===== config.mk =====
export PLATFORM = sky130hd
export DESIGN_NAME = comb_sweep_ctrl
export DESIGN_NICKNAME = d
export VERILOG_FILES = /design/src/rtl/comb_sweep_ctrl.sv
export SDC_FILE = /design/constraint.sdc
export NUM_CORES = 1
export LEC_CHECK = 0
export BUFFER_PORTS_ARGS = -buffer_cell sky130_fd_sc_hd__buf_4
export CAP_MARGIN = 30
export CORE_ASPECT_RATIO = 1.2
export CORE_MARGIN = 8
export CORE_UTILIZATION = 58
export CTS_CLUSTER_DIAMETER = 30
export DETAILED_ROUTE_END_ITERATION = 8
export PLACE_DENSITY = 0.93
export SYNTH_ARGS = -nofsm -noshare
export SYNTH_HDL_FRONTEND = slang
export SYNTH_SLANG_ARGS = --single-unit

===== constraint.sdc =====
create_clock -name clk -period 4.65 [get_ports clk]
set_input_delay 1.1625 -clock clk [delete_from_list [all_inputs] [get_ports clk]]
set_output_delay 1.1625 -clock clk [all_outputs]
set_load 0.02 [all_outputs]

===== src/rtl/comb_sweep_ctrl.sv =====
// Walks {A,B,C} through all 8 vectors, samples F after a settle time and scores it against a latched truth table.
// Optional SWEEP_STOP_ON_FAIL_EN: end the sweep at the first mismatching vector.
module comb_sweep_ctrl #(
  parameter int SETTLE_CYCLES = 2,
  parameter int CNT_W         = 4
) (
  input  logic       clk,
  input  logic       rst,
  input  logic       start,
  input  logic [7:0] expected,
  output logic       A,
  output logic       B,
  output logic       C,
  input  logic       F,
  output logic       busy,
  output logic       done,
  output logic       pass,
  output logic [7:0] result,
  output logic [3:0] fail_count,
  output logic [2:0] first_fail,
  output logic       first_fail_valid
);

  // state  | meaning
  // IDLE   | waiting for a registered start request
  // SETTLE | holding the current vector on {A,B,C} while F settles
  // SAMPLE | capturing F for the current vector and scoring it
  // DONE   | one-cycle completion pulse, results frozen
  typedef enum logic [1:0] {IDLE, SETTLE, SAMPLE, DONE} state_t;

  localparam logic [CNT_W-1:0] CNT_LOAD = CNT_W'(SETTLE_CYCLES - 1);

  state_t           state_q;
  logic             start_q;
  logic [7:0]       exp_q;
  logic [2:0]       idx_q;
  logic [CNT_W-1:0] cnt_q;
  logic             busy_q;
  logic             done_q;
  logic             pass_q;
  logic [7:0]       result_q;
  logic [3:0]       fail_count_q;
  logic [2:0]       first_fail_q;
  logic             first_fail_valid_q;

  logic             mismatch_d;
  logic [3:0]       fail_count_d;
  logic [7:0]       result_d;
  logic             last_d;

  always_comb begin
    mismatch_d   = (F != exp_q[idx_q]);
    fail_count_d = fail_count_q + {3'b000, mismatch_d};
    result_d     = result_q;
    result_d[idx_q] = F;
`ifdef SWEEP_STOP_ON_FAIL_EN
    last_d = (idx_q == 3'd7) || mismatch_d;
`else
    last_d = (idx_q == 3'd7);
`endif
  end

  always_ff @(posedge clk) begin
    if (rst) begin
      state_q            <= IDLE;
      start_q            <= 1'b0;
      exp_q              <= '0;
      idx_q              <= '0;
      cnt_q              <= '0;
      busy_q             <= 1'b0;
      done_q             <= 1'b0;
      pass_q             <= 1'b0;
      result_q           <= '0;
      fail_count_q       <= '0;
      first_fail_q       <= '0;
      first_fail_valid_q <= 1'b0;
    end else begin
      // A request seen during DONE must not leak into the following IDLE cycle.
      start_q <= start && (state_q != DONE);
      done_q  <= 1'b0;
      case (state_q)
        IDLE: begin
          if (start) exp_q <= expected;
          if (start_q) begin
            state_q            <= SETTLE;
            idx_q              <= '0;
            cnt_q              <= CNT_LOAD;
            busy_q             <= 1'b1;
            pass_q             <= 1'b0;
            result_q           <= '0;
            fail_count_q       <= '0;
            first_fail_q       <= '0;
            first_fail_valid_q <= 1'b0;
          end
        end
        SETTLE: begin
          if (cnt_q == '0) state_q <= SAMPLE;
          else             cnt_q   <= cnt_q - 1'b1;
        end
        SAMPLE: begin
          result_q     <= result_d;
          fail_count_q <= fail_count_d;
          if (mismatch_d && !first_fail_valid_q) begin
            first_fail_q       <= idx_q;
            first_fail_valid_q <= 1'b1;
          end
          if (last_d) begin
            state_q <= DONE;
            idx_q   <= '0;
            busy_q  <= 1'b0;
            done_q  <= 1'b1;
            pass_q  <= (fail_count_d == 4'd0);
          end else begin
            state_q <= SETTLE;
            idx_q   <= idx_q + 3'd1;
            cnt_q   <= CNT_LOAD;
          end
        end
        DONE:    state_q <= IDLE;
        default: state_q <= IDLE;
      endcase
    end
  end

  assign A                = idx_q[2];
  assign B                = idx_q[1];
  assign C                = idx_q[0];
  assign busy             = busy_q;
  assign done             = done_q;
  assign pass             = pass_q;
  assign result           = result_q;
  assign fail_count       = fail_count_q;
  assign first_fail       = first_fail_q;
  assign first_fail_valid = first_fail_valid_q;

endmodule


==> impl_metrics.json, run 1 <==
{
  "cts_resized": 0,
  "p_seq_share_pct": 51.9,
  "outcome": "complete, no violations",
  "avgSynthCellArea_um2": 8.54,
  "crit_required_ns": 4.93,
  "cp.arrival_ns": 2.81,
  "drc_errors": 0,
  "r2r_start": "idx_q[2]$_SDFFE_PP0P_",
  "grt_pass1_wl_um": 6380,
  "clock_sinks": 37,
  "setup_viol": 0,
  "critPathMaxFanout": 13,
  "finClkSkew_ns": 0.00503,
  "swShare_pct": 25.0,
  "die_h_um": 76.2,
  "core_um2": 2970,
  "yosys_warnings": 0,
  "timing.final.crit_share_pct": 54.4,
  "wl_um": 3700,
  "worstSetupPathType": "register to register",
  "holdBufCountCts": 0,
  "async_flop_share_pct": 0,
  "utilization_pct": 69.3,
  "synth_commonest_cells": "dfxtp_1, nor2_1, a21oi_1",
  "die_area_um2": 5040,
  "fin_area_um2": 2060,
  "reg2regPathDepth": 9,
  "fmax_ghz": 0.395,
  "gp_congestion": 0.912,
  "min_path_cells": 2,
  "drtAntennaViolNets": 0,
  "seq_area_um2": 741,
  "dieWidth_um": 66.2,
  "vdd_drop_max_uv": 216,
  "clock_power_share_pct": 36.0,
  "synth.most_common_cell": "dfxtp_1",
  "grt_setup_unrepaired": "no",
  "startpoint_type": "register",
  "synth_area_um2": 1750,
  "power_density_nw_per_um2": 318,
  "n_antenna_cell": 0,
  "dpl_cell_area_um2": 1970,
  "cts_tree": "done",
  "min_period_ns": 2.53,
  "cts_setup_buffers": 0,
  "place_ws_ns": 2.15,
  "start_util_pct": 58.9,
  "cts_buffers": 5,
  "maxSlewHeadroom_pct": 46.2,
  "cap_violations": 0,
  "routed-via-count": 1517,
  "yosysTopAreaCell": "dfxtp_1",
  "synth.top_cell.area_share_pct": 42.3,
  "nFillCells": 248,
  "grt_max_degree": 38,
  "yosysSeqAreaShare_pct": 42.3,
  "multi_input_area_um2": 926,
  "p_comb_share_pct": 12.1,
  "core.rowCount": 22,
  "area_growth_pct": 17.6,
  "synth_edf_count": 0,
  "cts_root_buffer": "clkbuf_4",
  "nets": 248,
  "leakage_nw": 0.839,
  "cts_buffer_depth": 2,
  "slew_viol_final": 0,
  "grtUsageTotal_pct": 15.6,
  "hold_path.class": "register to register",
  "ys_ff_latch": 37,
  "first_iter_violations": 85,
  "via_per_inst": 5.68,
  "worst_slack_ns": 2.12,
  "drive_above_1_share_pct": 20.3,
  "fin_setup_tns_ns": 0,
  "grt_overflow_total": 0,
  "wl_per_cell_um": 13.9,
  "syn-num-nets": 223,
  "worstSkewPairLatency_ns": 0.34,
  "grt_pass1_vias": 1397,
  "hold_start": "busy$_SDFFE_PP0P_",
  "synth.area.top_cells": "dfxtp_1, mux2i_1, nor2_1, a21oi_1, ha_1",
  "dp_hpwl_um": 2590,
  "synth.distinct_cells": 38,
  "p_int_w": 0.000490,
  "tightest_slew_ns": 0.806,
  "fin_total_pwr_w": 0.000654,
  "critPathCaptureType": "register",
  "clk_pin_slew_ns": 0.11,
  "antenna_found_initial": 0,
  "first_pass_iters": 4,
  "htree_levels": 2,
  "hold_viol": 0,
  "synth_cells": 205,
  "power.switching_w": 0.000164,
  "ys.flop_type": "dfxtp_1",
  "io-pin-count": 34,
  "portBuffers": 33,
  "crit_start": "idx_q[2]$_SDFFE_PP0P_"
}
stage by stage:
stage	instances	hold slack, ns
floorplan	205	0.458
global placement	259	0.447
detailed placement	259	0.450
CTS	267	0.465
global route	267	0.491
finish	267	0.459
cells in the final DEF, fill, tap and decap left out, types with 2 or more instances in the layout:
| cell type | netlist | layout |
|---|---|---|
| nand3b_1 | 2 | 2 |
| nand3_1 | 13 | 13 |
| a22oi_1 | 5 | 5 |
| o21ai_0 | 9 | 9 |
| nand2_1 | 14 | 14 |
| mux2i_1 | 11 | 11 |
| dfxtp_1 | 37 | 37 |
| nor2_1 | 28 | 28 |
| a211oi_1 | 2 | 2 |
| nand2b_1 | 2 | 2 |
| clkbuf_4 | 0 | 5 |
| ha_1 | 6 | 6 |
| or3_1 | 4 | 4 |
| nor2b_1 | 4 | 4 |
| nor3_2 | 2 | 2 |
| nor3_1 | 3 | 3 |
| xnor2_1 | 2 | 2 |
| inv_1 | 4 | 4 |
| buf_4 | 1 | 33 |
| nor3b_1 | 2 | 2 |
| o21a_1 | 2 | 2 |
| nand4_1 | 4 | 4 |
| xor2_1 | 3 | 3 |
| a21oi_1 | 19 | 19 |
layer usage:
metal / vias up / track usage [%] / share of wire [%]
li1: 766 / - / -
met1: 707 / 18.2 / 42
met2: 37 / 23.8 / 49
met3: 7 / 4.85 / 6.7
met4: 0 / 9.64 / 2.4
met5: - / 0 / 0
power by group through the flow:
stage               registers (W)  logic [W]  clock network (W)
floorplan                0.000343  0.0000621                  0
global placement         0.000346  0.0000768                  0
detailed placement       0.000347  0.0000791                  0
CTS                      0.000340  0.0000796           0.000239
global route             0.000342  0.0000883           0.000254
finish                   0.000340  0.0000790           0.000235
critical path, stage by stage, from the launching register on:
cell	delay (ns)
dfxtp_1	0.62
nor2b_1	0.41
o2bb2ai_2	0.20
nor2_1	0.08
xnor2_1	0.15
ha_1	0.20
ha_1	0.29
nor4_1	0.27
nand3_1	0.11
a21oi_1	0.14
registers in the layout (all words and copies together), names as in the netlist:
| register | count |
|---|---|
| idx_q | 3 |
| busy | 1 |
| pass | 1 |
| result | 8 |
| exp_q | 8 |
| start_q | 1 |
| done | 1 |
| cnt_q | 4 |
| fail_count | 4 |
| state_q | 2 |
| first_fail | 3 |
| first_fail_valid | 1 |
cells by family (layout without fill, tap and decap cells):
kind of cell | after synthesis | count (layout) | synth area share (%)
xor gates and xnor gates | 5 | 5 | 2.50
muxes | 13 | 13 | 7.79
and+or+nand+nor | 82 | 82 | 23.0
adders and majority gates | 6 | 6 | 4.29
DFF | 37 | 37 | 42.3
buffers and inverters | 19 | 45 | 4.86
AOI/OAI and AO/OA | 43 | 43 | 15.3
area by class of cell:
cell class	instances	share of cell area [%]
sequential	37	36.0
timing repair buffer	33	12.0
inverter	4	0.729
tap	36	2.19
clock inverter	1	1.46
clock buffer	7	2.67
multi-input combinational	149	45.0
path summary, 6_finish.rpt:
path                            slack [ns]           endpoint
worst max-delay path                  2.12  pass$_SDFFE_PP0P_
worst min-delay path                  0.46  busy$_SDFFE_PP0P_
worst max register to register        2.12  pass$_SDFFE_PP0P_
worst min register to register        0.46  busy$_SDFFE_PP0P_
Note: power is estimated with default switching activity, not from simulation.
==> run 2, diff against run 1 <==
--- a/config.mk
+++ b/config.mk
@@ -5,14 +5,15 @@
 export SDC_FILE = /design/constraint.sdc
 export NUM_CORES = 1
 export LEC_CHECK = 0
+export ABC_AREA = 1
 export BUFFER_PORTS_ARGS = -buffer_cell sky130_fd_sc_hd__buf_4
 export CAP_MARGIN = 30
 export CORE_ASPECT_RATIO = 1.2
 export CORE_MARGIN = 8
-export CORE_UTILIZATION = 58
+export CORE_UTILIZATION = 54
 export CTS_CLUSTER_DIAMETER = 30
 export DETAILED_ROUTE_END_ITERATION = 8
-export PLACE_DENSITY = 0.93
+export PLACE_DENSITY = 0.88
 export SYNTH_ARGS = -nofsm -noshare
 export SYNTH_HDL_FRONTEND = slang
 export SYNTH_SLANG_ARGS = --single-unit
==> constraint.sdc (replaced) <==
create_clock -name clk -period 2.5 [get_ports clk]
set_input_delay 0.625 -clock clk [delete_from_list [all_inputs] [get_ports clk]]
set_output_delay 0.625 -clock clk [all_outputs]
set_load 0.02 [all_outputs]
==> impl_metrics.json, run 2 <==
{
  "outcome": "complete, no violations",
  "grt_overflow_total": 0,
  "swShare_pct": 29.8,
  "worstSetupPathType": "register to register",
  "finalNonFillerCells": 295,
  "dp_cells": 288,
  "nFillCells": 266,
  "portBuffers": 33,
  "critPathCaptureType": "register",
  "synth_edf_count": 0,
  "drtAntennaViolNets": 0,
  "cts_resized": 0,
  "ys.flop_type": "dfxtp_1",
  "wl_um": 3800,
  "io-pin-count": 34,
  "final_common_cell": "dfxtp_1",
  "htree_levels": 2,
  "timing.final.crit_share_pct": 87.6,
  "p_seq_share_pct": 53.7,
  "avgSynthCellArea_um2": 7.72,
  "tightest_slew_ns": 0.429,
  "leakage_nw": 0.904,
  "slew_viol_final": 0,
  "maxSlewHeadroom_pct": 71.3,
  "async_flop_share_pct": 0,
  "drc_errors": 0,
  "cts_buffers": 5,
  "cts_root_buffer": "clkbuf_4",
  "setup_viol": 0,
  "fin_setup_tns_ns": 0,
  "fmax_ghz": 0.457,
  "area_growth_pct": 18.4,
  "die_area_um2": 5300,
  "syn-num-nets": 243,
  "synth.distinct_cells": 31,
  "grtUsageTotal_pct": 16.1,
  "p_int_w": 0.000845,
  "cts_setup_buffers": 0,
  "startpoint_type": "register",
  "wl_per_cell_um": 12.9,
  "routed-via-count": 1590,
  "hold_path.class": "register to register",
  "mostFrequentLayoutCells": "dfxtp_1, nand2_1, buf_4, nor2_1, a21oi_1",
  "grt_pass1_vias": 1544,
  "ys_ff_latch": 37,
  "critPathMaxFanout": 13,
  "cts_buffer_depth": 2,
  "n_antenna_cell": 0,
  "synth.most_common_cell": "dfxtp_1",
  "cts_tree": "done",
  "p_comb_share_pct": 19.9,
  "yosys_warnings": 0,
  "grt_pass1_wl_um": 6670,
  "yosysTopAreaCell": "dfxtp_1",
  "drive_above_1_share_pct": 23.2,
  "core.rowCount": 22,
  "clock_sinks": 37,
  "worstSkewPairLatency_ns": 0.34,
  "dp_hpwl_um": 2790,
  "finClkSkew_ns": 0.00644,
  "fin_total_pwr_w": 0.00120,
  "holdBufCountCts": 0,
  "synth.area.top_cells": "dfxtp_1, nand2_1, nor2_1, a21oi_1, o21ai_0",
  "power_density_nw_per_um2": 585,
  "synth_cells": 225,
  "via_per_inst": 5.39,
  "vdd_drop_max_uv": 404,
  "nets": 277,
  "clock_power_share_pct": 26.4,
  "dieWidth_um": 67.8,
  "synth.top_cell.area_share_pct": 42.6,
  "core_um2": 3060,
  "antenna_found_initial": 0,
  "start_util_pct": 56.9,
  "crit_required_ns": 2.78,
  "cap_violations": 0,
  "hold_viol": 0,
  "first_pass_iters": 4,
  "power.switching_w": 0.000360,
  "yosysSeqAreaShare_pct": 42.6,
  "synth_area_um2": 1740,
  "cp.arrival_ns": 2.47,
  "synth_commonest_cells": "dfxtp_1, nand2_1, nor2_1",
  "die_h_um": 78.1,
  "first_iter_violations": 115,
  "grt_setup_unrepaired": "no",
  "grt_max_degree": 24,
  "hold_ws_ns": 0.469,
  "clk_pin_slew_ns": 0.10,
  "min_period_ns": 2.19,
  "gp_congestion": 0.906
}
[run 2: cell count changes after synthesis, sizes merged, moves of 3 or more]
cell	change
inv	+19
nand2	+26
nor4	+3
or3	-4
a211oi	+3
mux2i	-11
nor2b	-4
o21ai	+9
clkbuf	-8
o21a	-3
a22oi	-5
nor2	+3
[run 2: logic make-up (layout without fill, tap and decap cells)]
logic type,after synthesis,count (layout),synth area share [%]
simple gates,100,100,27.9
compound gates,48,48,16.3
flops,37,37,42.6
buf+inv,32,66,7.85
fa+ha+maj,6,6,4.32
xor+xnor,2,2,1.01
[run 2: final cells by class]
cell class	instances	area, um2	share of cell area, %
multi-input combinational	156	861	41.8
clock buffer	7	55.1	2.67
tap	36	45.0	2.19
timing repair buffer	36	270	13.1
sequential	37	741	36.0
inverter	23	86.3	4.19
[run 2: worst paths after layout]
path                               from                     to  slack (ns)  cells past startpoint
hold reg to reg   exp_q[5]$_SDFFE_PP0P_  exp_q[5]$_SDFFE_PP0P_        0.47                      2
hold / removal    exp_q[5]$_SDFFE_PP0P_  exp_q[5]$_SDFFE_PP0P_        0.47                      2
setup reg to reg  idx_q[0]$_SDFFE_PP0P_      pass$_SDFFE_PP0P_        0.31                     13
setup / recovery  idx_q[0]$_SDFFE_PP0P_      pass$_SDFFE_PP0P_        0.31                     13
[run 2: stage by stage]
stage / util [%] / setup slack (ns) / instance area [um2]
after detailed placement: 65.6 / 0.276 / 2000
after global routing: 67.4 / 0.0696 / 2060
after CTS: 67.4 / 0.303 / 2060
after global placement: 65.6 / 0.348 / 2000
after floorplan: - / 0.372 / 1740
final: 67.4 / 0.311 / 2060
[run 2: worst max-delay path, cell delays in order (launching register included)]
cell	delay, ns
dfxtp_1	0.34
buf_4	0.20
nand2_1	0.08
nand2_1	0.06
nor2_1	0.04
nor2_2	0.15
nand3_2	0.15
nand2_1	0.11
inv_1	0.04
ha_1	0.19
ha_1	0.29
nor4_1	0.29
nand2_1	0.08
a21oi_1	0.13
[run 2: routing by layer]
| layer | track usage (%) | up-vias | part of all wire [%] | wire (um) |
|---|---|---|---|---|
| met3 | 6.68 | 6 | 6.7 | 253 |
| met4 | 7.39 | 0 | 1.9 | 72 |
| met5 | 0 | - | 0 | 0 |
| li1 | - | 821 | - | - |
| met1 | 18.0 | 724 | 42 | 1610 |
| met2 | 25.7 | 39 | 49 | 1860 |
[run 2: power groups by stage]
stage	registers, W	clock network (W)	logic (W)
2_1_floorplan	0.000665	0	0.000172
3_3_place_gp	0.000658	0	0.000233
3_5_place_dp	0.000659	0	0.000240
4_1_cts	0.000647	0.000330	0.000241
5_1_grt	0.000651	0.000362	0.000275
6_report	0.000647	0.000318	0.000240
==> run 3, diff against run 2 <==
--- a/config.mk
+++ b/config.mk
@@ -8,9 +8,11 @@
 export ABC_AREA = 1
 export BUFFER_PORTS_ARGS = -buffer_cell sky130_fd_sc_hd__buf_4
 export CAP_MARGIN = 30
+export CELL_PAD_IN_SITES_DETAIL_PLACEMENT = 1
+export CELL_PAD_IN_SITES_GLOBAL_PLACEMENT = 2
 export CORE_ASPECT_RATIO = 1.2
 export CORE_MARGIN = 8
-export CORE_UTILIZATION = 54
+export CORE_UTILIZATION = 31
 export CTS_CLUSTER_DIAMETER = 30
 export DETAILED_ROUTE_END_ITERATION = 8
 export PLACE_DENSITY = 0.88
==> impl_metrics.json, run 3 (synthesis results as in run 2) <==
{
  "grtUsageTotal_pct": 11.2,
  "fin_area_um2": 2130,
  "hold_start": "exp_q[5]$_SDFFE_PP0P_",
  "whs_endpoint": "exp_q[5]$_SDFFE_PP0P_",
  "final_common_cell": "buf_4",
  "vdd_drop_max_uv": 231,
  "antenna_found_initial": 0,
  "worstSkewPairLatency_ns": 0.28,
  "maxSlewHeadroom_pct": 72.9,
  "grt_setup_unrepaired": "no",
  "finClkSkew_ns": 0.00214,
  "cap_violations": 0,
  "portBuffers": 33,
  "area_growth_pct": 22.4,
  "io-pin-count": 34,
  "wl_per_cell_um": 13.7,
  "reg2regPathDepth": 12,
  "grt_pass1_vias": 1689,
  "clk_pin_slew_ns": 0.07,
  "r2r_start": "idx_q[1]$_SDFFE_PP0P_",
  "worstSetupPathType": "register to register",
  "utilization_pct": 38.5,
  "drtAntennaViolNets": 0,
  "via_per_inst": 4.97,
  "nFillCells": 678,
  "min_period_ns": 2.17,
  "fmax_ghz": 0.462,
  "core_um2": 5520,
  "setup_viol": 0,
  "grt_pass1_wl_um": 7730,
  "outcome": "complete, no violations",
  "first_iter_violations": 65,
  "gp_congestion": 0.747,
  "hold_path.class": "register to register",
  "cts_buffer_depth": 2,
  "power_density_nw_per_um2": 611,
  "cts_root_buffer": "clkbuf_8",
  "finalNonFillerCells": 325,
  "grt_max_degree": 24,
  "routed-via-count": 1615,
  "timing.final.crit_share_pct": 86.6,
  "min_path_cells": 2,
  "cts_buffers": 5,
  "grt_use_met3_pct": 2.91,
  "busiest_layer": "met2",
  "dp_hpwl_um": 3280,
  "tightest_slew_ns": 0.406,
  "mostFrequentLayoutCells": "buf_4, nand2_1, dfxtp_1, nor2_1, a21oi_1",
  "n_antenna_cell": 0,
  "wl_um": 4460,
  "dieWidth_um": 84.4,
  "cts_tree": "done",
  "clock_sinks": 37,
  "drc_errors": 0,
  "nets": 278,
  "hold_viol": 0,
  "critPathMaxFanout": 10,
  "slew_viol_final": 0,
  "use_met2_pct": 20.1,
  "leakage_nw": 0.918,
  "drive_above_1_share_pct": 23.8,
  "die_area_um2": 8270,
  "met1_usage_pct": 11.9,
  "core.rowCount": 30,
  "first_pass_iters": 4,
  "grt_overflow_total": 0,
  "cp.arrival_ns": 2.38,
  "crit_required_ns": 2.72,
  "critPathCaptureType": "register",
  "die_h_um": 98.0,
  "startpoint_type": "register",
  "r2r_setup_slack_ns": 0.33,
  "fin_setup_tns_ns": 0,
  "r2r-end": "pass$_SDFFE_PP0P_",
  "dp_cells": 317,
  "start_util_pct": 31.5,
  "dpl_cell_area_um2": 2050,
  "htree_levels": 2
}
[run 3: cell count changes in the layout (fill, tap and decap cells not counted)]
cell      change
clkbuf_1      +2
clkbuf_4      -5
dfxtp_1       -1
dfxtp_2       +1
buf_4         +1
clkbuf_8      +4
inv_2         +1
inv_1         -1
[run 3: routing by layer]
metal	vias to the layer above	part of all wire [%]
li1	825	-
met4	0	1.7
met2	20	51
met5	-	0
met1	766	44
met3	4	3.4
[run 3: worst max-delay path by stage]
stage                               start           endpoint  depth (start not counted)
global placement    idx_q[0]$_SDFFE_PP0P_  pass$_SDFFE_PP0P_                         14
finish              idx_q[1]$_SDFFE_PP0P_  pass$_SDFFE_PP0P_                         12
detailed placement  idx_q[0]$_SDFFE_PP0P_  pass$_SDFFE_PP0P_                         14
global route        idx_q[0]$_SDFFE_PP0P_  pass$_SDFFE_PP0P_                         15
CTS                 idx_q[0]$_SDFFE_PP0P_  pass$_SDFFE_PP0P_                         14
floorplan           idx_q[0]$_SDFFE_PP0P_  pass$_SDFFE_PP0P_                         14
[run 3: stage by stage]
stage                     worst slack, ns  hold slack, ns  total power (W)
after detailed placement            0.188           0.462         0.000913
final                               0.334           0.468          0.00130
after global placement              0.206           0.440         0.000906
after CTS                           0.159           0.473          0.00132
after floorplan                     0.372           0.429         0.000837
after global routing               0.0840           0.489          0.00138
[run 3: cell type report]
cell class | instances | area [um2] | share of cell area (%)
inverters | 23 | 86.3 | 4.06
clock buffers | 8 | 80.1 | 3.76
flip-flops and latches | 37 | 742 | 34.9
repair buffers | 37 | 278 | 13.1
well taps | 64 | 80.1 | 3.76
multi-input cells | 156 | 861 | 40.5
[run 3: critical path, cell delays in order (launching register included)]
cell and delay (ns):
dfxtp_1 0.52, nor2_1 0.09, nand2_1 0.07, nor2_1 0.04, nor2_2 0.15, nand3_2 0.14
nand2_1 0.10, inv_1 0.04, ha_1 0.19, ha_1 0.29, nor4_1 0.26, nand2_1 0.07
a21oi_1 0.13
[run 3: report_power, final]
group	switching, W	internal, W	total (W)
Clock	0.000205	0.000198	0.000403
Sequential	0.0000210	0.000627	0.000648
Combinational	0.000160	0.0000893	0.000249
[run 3: timing repair]
action,4_1_cts,5_1_grt
resized for setup,0,2
hold buffers,0,0
setup endpoints to repair,0,1
buffers inserted,0,0
